**src/rtl/vga_mode_sequencer.sv**
```systemverilog
// Run-time mode sequencer for the VGA timing generator: swaps preset
// timings only at a frame boundary, with the generator blanked around it.
module vga_mode_sequencer #(
    parameter int unsigned SETTLE_CYCLES = 16,
    parameter int unsigned RESET_MODE    = 0,
    parameter int unsigned FRAME_TIMEOUT = 2000000
) (
    input  logic        pixel_clk,
    input  logic        rst_n,
    input  logic        req_valid,
    output logic        req_ready,
    input  logic [1:0]  req_mode,
    input  logic [15:0] req_h_border,
    input  logic [15:0] req_v_border,
    input  logic        vs_in,
    output logic        Disp_En,
    output logic [31:0] H_Sync,
    output logic [31:0] H_BP,
    output logic [31:0] H_FP,
    output logic [31:0] H_Range,
    output logic [31:0] H_LR_Border,
    output logic [31:0] V_Sync,
    output logic [31:0] V_BP,
    output logic [31:0] V_FP,
    output logic [31:0] V_Range,
    output logic [31:0] V_TB_Border,
    output logic [1:0]  mode_cur,
    output logic        busy,
    output logic        timeout_err
);

    typedef enum logic [2:0] {
        RUN,
        WAIT_FRAME,
        BLANK,
        LOAD,
        SETTLE
    } state_t;

    typedef struct packed {
        logic [31:0] hs;
        logic [31:0] hbp;
        logic [31:0] hfp;
        logic [31:0] hr;
        logic [31:0] vs;
        logic [31:0] vbp;
        logic [31:0] vfp;
        logic [31:0] vr;
    } timing_t;

    function automatic timing_t preset(input logic [1:0] m);
        timing_t t;
        unique case (m)
            2'd0: t = '{32'd96, 32'd48, 32'd16, 32'd640,
                        32'd2, 32'd33, 32'd10, 32'd480};
            2'd1: t = '{32'd128, 32'd88, 32'd40, 32'd800,
                        32'd4, 32'd23, 32'd1, 32'd600};
            2'd2: t = '{32'd136, 32'd160, 32'd24, 32'd1024,
                        32'd6, 32'd29, 32'd3, 32'd768};
            2'd3: t = '{32'd40, 32'd220, 32'd110, 32'd1280,
                        32'd5, 32'd20, 32'd5, 32'd720};
        endcase
        return t;
    endfunction

    localparam logic [1:0]  RST_MODE = 2'(RESET_MODE);
    localparam timing_t     RST_TIM  = preset(RST_MODE);
    localparam logic [31:0] TO_LAST  = 32'(FRAME_TIMEOUT - 1);
    localparam logic [31:0] SET_LAST = 32'(SETTLE_CYCLES - 1);

    state_t      state;
    state_t      state_nx;
    logic [31:0] to_cnt;
    logic [31:0] settle_cnt;
    logic [1:0]  pend_mode;
    logic [15:0] pend_hb;
    logic [15:0] pend_vb;
    logic [1:0]  mode_r;
    logic [15:0] hb_r;
    logic [15:0] vb_r;
    timing_t     tim;
    logic        vs_d;
    logic        frame_edge;
    logic        to_hit;
    logic        accept;

    assign frame_edge = vs_d & ~vs_in;
    assign to_hit     = (to_cnt == TO_LAST);
    assign accept     = (state == RUN) && req_valid;

    always_ff @(posedge pixel_clk or negedge rst_n) begin
        if (!rst_n) state <= SETTLE;
        else        state <= state_nx;
    end

    always_comb begin
        state_nx = state;
        unique case (state)
            RUN:        if (req_valid) state_nx = WAIT_FRAME;
            WAIT_FRAME: if (frame_edge || to_hit) state_nx = BLANK;
            BLANK:      state_nx = LOAD;
            LOAD:       state_nx = SETTLE;
            SETTLE:     if (settle_cnt == SET_LAST) state_nx = RUN;
            default:    state_nx = SETTLE;
        endcase
    end

    // Display stays on while waiting so the current frame completes intact.
    always_comb begin
        Disp_En     = 1'b0;
        req_ready   = 1'b0;
        busy        = 1'b1;
        timeout_err = 1'b0;
        unique case (state)
            RUN: begin
                Disp_En   = 1'b1;
                req_ready = 1'b1;
                busy      = 1'b0;
            end
            WAIT_FRAME: begin
                Disp_En     = 1'b1;
                timeout_err = to_hit & ~frame_edge;
            end
            default: ;
        endcase
    end

    always_ff @(posedge pixel_clk or negedge rst_n) begin
        if (!rst_n) begin
            vs_d       <= 1'b1;
            to_cnt     <= '0;
            settle_cnt <= '0;
            pend_mode  <= '0;
            pend_hb    <= '0;
            pend_vb    <= '0;
            mode_r     <= RST_MODE;
            hb_r       <= '0;
            vb_r       <= '0;
            tim        <= RST_TIM;
        end else begin
            vs_d <= vs_in;
            if (accept) begin
                pend_mode <= req_mode;
                pend_hb   <= req_h_border;
                pend_vb   <= req_v_border;
                to_cnt    <= '0;
            end else if (state == WAIT_FRAME && to_cnt != '1) begin
                to_cnt <= to_cnt + 32'd1;
            end
            if (state == SETTLE) settle_cnt <= settle_cnt + 32'd1;
            else                 settle_cnt <= '0;
            if (state == LOAD) begin
                mode_r <= pend_mode;
                hb_r   <= pend_hb;
                vb_r   <= pend_vb;
                tim    <= preset(pend_mode);
            end
        end
    end

    assign H_Sync      = tim.hs;
    assign H_BP        = tim.hbp;
    assign H_FP        = tim.hfp;
    assign H_Range     = tim.hr;
    assign H_LR_Border = {16'd0, hb_r};
    assign V_Sync      = tim.vs;
    assign V_BP        = tim.vbp;
    assign V_FP        = tim.vfp;
    assign V_Range     = tim.vr;
    assign V_TB_Border = {16'd0, vb_r};
    assign mode_cur    = mode_r;

endmodule

```
**config.mk**
```make
export PLATFORM = sky130hd
export DESIGN_NAME = vga_mode_sequencer
export DESIGN_NICKNAME = d
export VERILOG_FILES = /design/src/rtl/vga_mode_sequencer.sv
export SDC_FILE = /design/constraint.sdc
export NUM_CORES = 1
export LEC_CHECK = 0
export BUFFER_PORTS_ARGS = -buffer_cell sky130_fd_sc_hd__buf_4
export CAP_MARGIN = 20
export CELL_PAD_IN_SITES_DETAIL_PLACEMENT = 1
export CELL_PAD_IN_SITES_GLOBAL_PLACEMENT = 2
export CORE_MARGIN = 2
export CORE_UTILIZATION = 28
export CTS_CLUSTER_DIAMETER = 120
export CTS_CLUSTER_SIZE = 14
export DETAILED_ROUTE_END_ITERATION = 16
export PLACE_DENSITY_LB_ADDON = 0.1
export SLEW_MARGIN = 10
export SYNTH_ARGS = -nofsm -noshare
export SYNTH_HDL_FRONTEND = slang
export SYNTH_SLANG_ARGS = --single-unit
```
**constraint.sdc**
```tcl
create_clock -name pixel_clk -period 2.6 [get_ports pixel_clk]
set_input_delay 0 -clock pixel_clk [delete_from_list [all_inputs] [get_ports pixel_clk]]
set_output_delay 0 -clock pixel_clk [all_outputs]
set_load 0.02 [all_outputs]
```
==> reports/metrics.csv <==
metric;value;unit
Worst Tran Pin Value;722.2;ps
Unique masters post-synth;48;
asr flop ratio synth;1.000;
critical path endpoint category;primary output;
DRT iter0 DRCs;168;
Final Hold Fails;0;
final setup vio count;0;
post-DP HPWL;14.45;mm
total number of vias;6170;
cts bufs inserted;17;
most frequent cell after synthesis;buf_4;
crit path max fanout;10;
port bufs;116;
Min Hold Slack;73.26;ps
R2R setup slack;370;ps
slowest CP cell;or4_1;
CTS Buffer Depth;2;
Initial Util;0.2828;
largest net degree at the start of global routing;60;
crit path kind;flop to primary output;
core footprint;0.03139;mm^2
cells after synthesis;954;
Routed WL per cell;13.99;um
reg-to-reg critical path startpoint;to_cnt[0];
syn avg cell area;9.305;um^2
Final #Nets;1132;
Congestion Overflow GR;0;
GPL Wtd Cong;0.7028;
CTS tree;built;
die width;182.1;um
pwr dens;873.1;mW/mm^2
VDD IR-drop max;440.8;uV
Crit Reg-Reg Endpoint;to_cnt[28];
Yosys Warn Count;0;
Final Util;0.3221;
largest area contributor in the netlist;dfrtp_1;
Worst-Skew Late Latency;440;ps
min Tclk post-route;2447;ps
first-pass iteration count of the detailed router;4;
Synth Register Bits;149;
synth top area cells;dfrtp_1 40%, buf_4 23%, nand2_1 5.9%, mux2_2 4.7%, dfstp_2 2.4%;
Critical path buffers and inverters;1;
leakage;5.033;nW
Top delay family on crit path;simple AND/OR/NAND/NOR gates;
global-route wire length before repair;33.02;mm
Root Driver;clkbuf_16;
share of cells above drive strength 1;0.2093;
Cell Chain, Critical Path;nand4_4, or4_1, or4_1, nor2_1, buf_4;
Die Y;182.1;um
# diodes;0;
Worst setup SP type;flop;
row cnt;65;
RSZ-0062 raised after global routing;no;
Via density;4.111;
final WL;21.00;mm
I/O pin cnt;364;
Cell Area, Synth;0.008877;mm^2
register area share after synthesis;0.4211;
Max Transition Viols Final;0;
number of remaining DRC errors;0;
Hold Crit Class;primary input to async pin;
Tcrit/Tclk final;0.9410;
most used cell, CP;or4_1;
status;completed;
CP peak stage delay;530;ps
CP required;2600;ps
clock sinks;149;
Final Skew;16.71;ps
most frequent cells after synthesis;277 x buf_4, 141 x dfrtp_1, 140 x nand2_1, 47 x nor2_1, 37 x mux2_2;
vias in the first global route;6117;
sequential cell area;0.003741;mm^2
H-tree Lvls;4;
number of synthesized flops with an enable pin;0;
relative slew slack;0.5169;
Area Overhead vs Synth;13.90;%
CP arrival;2450;ps
post-route ant nets;0;
cell count of the worst reg-to-reg path;6;
top-area cell type share of the netlist area;0.3975;
ys flop type;dfrtp_1;
final total power;8.828;mW
Final TNS setup;0;ps
multi-input logic area;0.003806;mm^2
Max Fclk;408.7;MHz
GR Util All Layers;0.1253;
Die ar.;0.03314;mm^2
Fill cells;3686;
maxcap violations;0;
initial antenna violation count;0;
Clock Pin Slew Worst Setup and Hold Paths;70;ps
-- metrics by stage --
stage	cells	cell area [um^2]	setup slack, ps
floorplan	1200	9801	324.2
CTS	1500	10100	0.02975
global route	1501	10110	23.88
global placement	1431	9188	362.5
finish	1501	10110	153.4
detailed placement	1431	9188	303.6
-- layout make-up --
class | count | share of cell area
Inverter | 16 | 0.005940
Multi-Input combinational cell | 725 | 0.3764
Clock buffer | 21 | 0.04554
Sequential cell | 149 | 0.3700
Tap cell | 402 | 0.04975
Clock inverter | 11 | 0.007672
Timing Repair Buffer | 177 | 0.1447
-- how the worst max path moves through the flow --
stage               from     endpoint  slack, ps  depth (start not counted)
2_1_floorplan   state[2]   to_cnt[23]        320                          7
3_3_place_gp   to_cnt[0]   to_cnt[28]        360                          6
3_5_place_dp   to_cnt[0]   to_cnt[28]        300                          6
4_1_cts        to_cnt[0]  timeout_err       0.03                          6
5_1_grt        to_cnt[0]  timeout_err         20                          6
6_report       to_cnt[3]  timeout_err        150                          5
-- flip-flops by register name (all words and copies together), names as in the netlist --
| register | flops |
|---|---|
| mode_cur | 2 |
| H_Range | 2 |
| settle_cnt | 32 |
| pend_vb | 16 |
| vb_r | 16 |
| state | 3 |
| vs_d | 1 |
| pend_mode | 2 |
| pend_hb | 16 |
| H_BP | 4 |
| V_BP | 2 |
| H_Sync | 4 |
| hb_r | 16 |
| H_FP | 1 |
| to_cnt | 32 |
-- cells in the final DEF, fill, tap and decap left out, drive strengths merged, types with 8 or more instances in the layout --
cell | netlist | final
a21oi | 23 | 23
and3 | 8 | 8
buf | 283 | 140
clkbuf | 27 | 21
conb | 1 | 247
dfrtp | 141 | 141
dfstp | 8 | 8
dlygate4sd3 | 0 | 37
ha | 8 | 8
inv | 16 | 17
mux2 | 37 | 37
nand2 | 140 | 140
nand3 | 20 | 20
nand4 | 22 | 22
nor2 | 47 | 47
nor3 | 11 | 11
nor4 | 23 | 23
o21ai | 33 | 33
or3 | 18 | 18
or4 | 13 | 13
xnor2 | 21 | 21
xor2 | 8 | 8
-- routing by layer --
metal | up-vias | track usage | share of wire
met5 | - | 0 | 0
met4 | 0 | 0.03581 | 0.0099
met3 | 14 | 0.02794 | 0.045
met2 | 166 | 0.2151 | 0.50
met1 | 3053 | 0.1583 | 0.45
li1 | 2937 | - | -
-- logic make-up (layout without fill, tap and decap cells) --
kind of cell | Yosys count | count (layout) | share of synthesized area
compound gates | 78 | 78 | 0.05145
xor+xnor | 29 | 29 | 0.02861
fa+ha+maj | 8 | 8 | 0.01128
buf+inv | 326 | 225 | 0.2557
flops | 149 | 149 | 0.4211
mux | 40 | 40 | 0.05032
other cells | 1 | 247 | 0.0004224
simple gates | 323 | 323 | 0.1811
-- what timing repair did --
item | 4_1_cts | 5_1_grt
setup buffers | 0 | 1
endpoints found under the setup margin | 0 | 2
hold buffers | 37 | 0
resized for setup | 0 | 4
endpoints found under the hold margin | 79 | 0
-- power by group --
part	internal [mW]	switching, mW	total, mW
combinational	1.17	1.90	3.06
clock	1.27	1.05	2.33
sequential	2.97	0.465	3.44
Power figures use the tool's default switching activity.
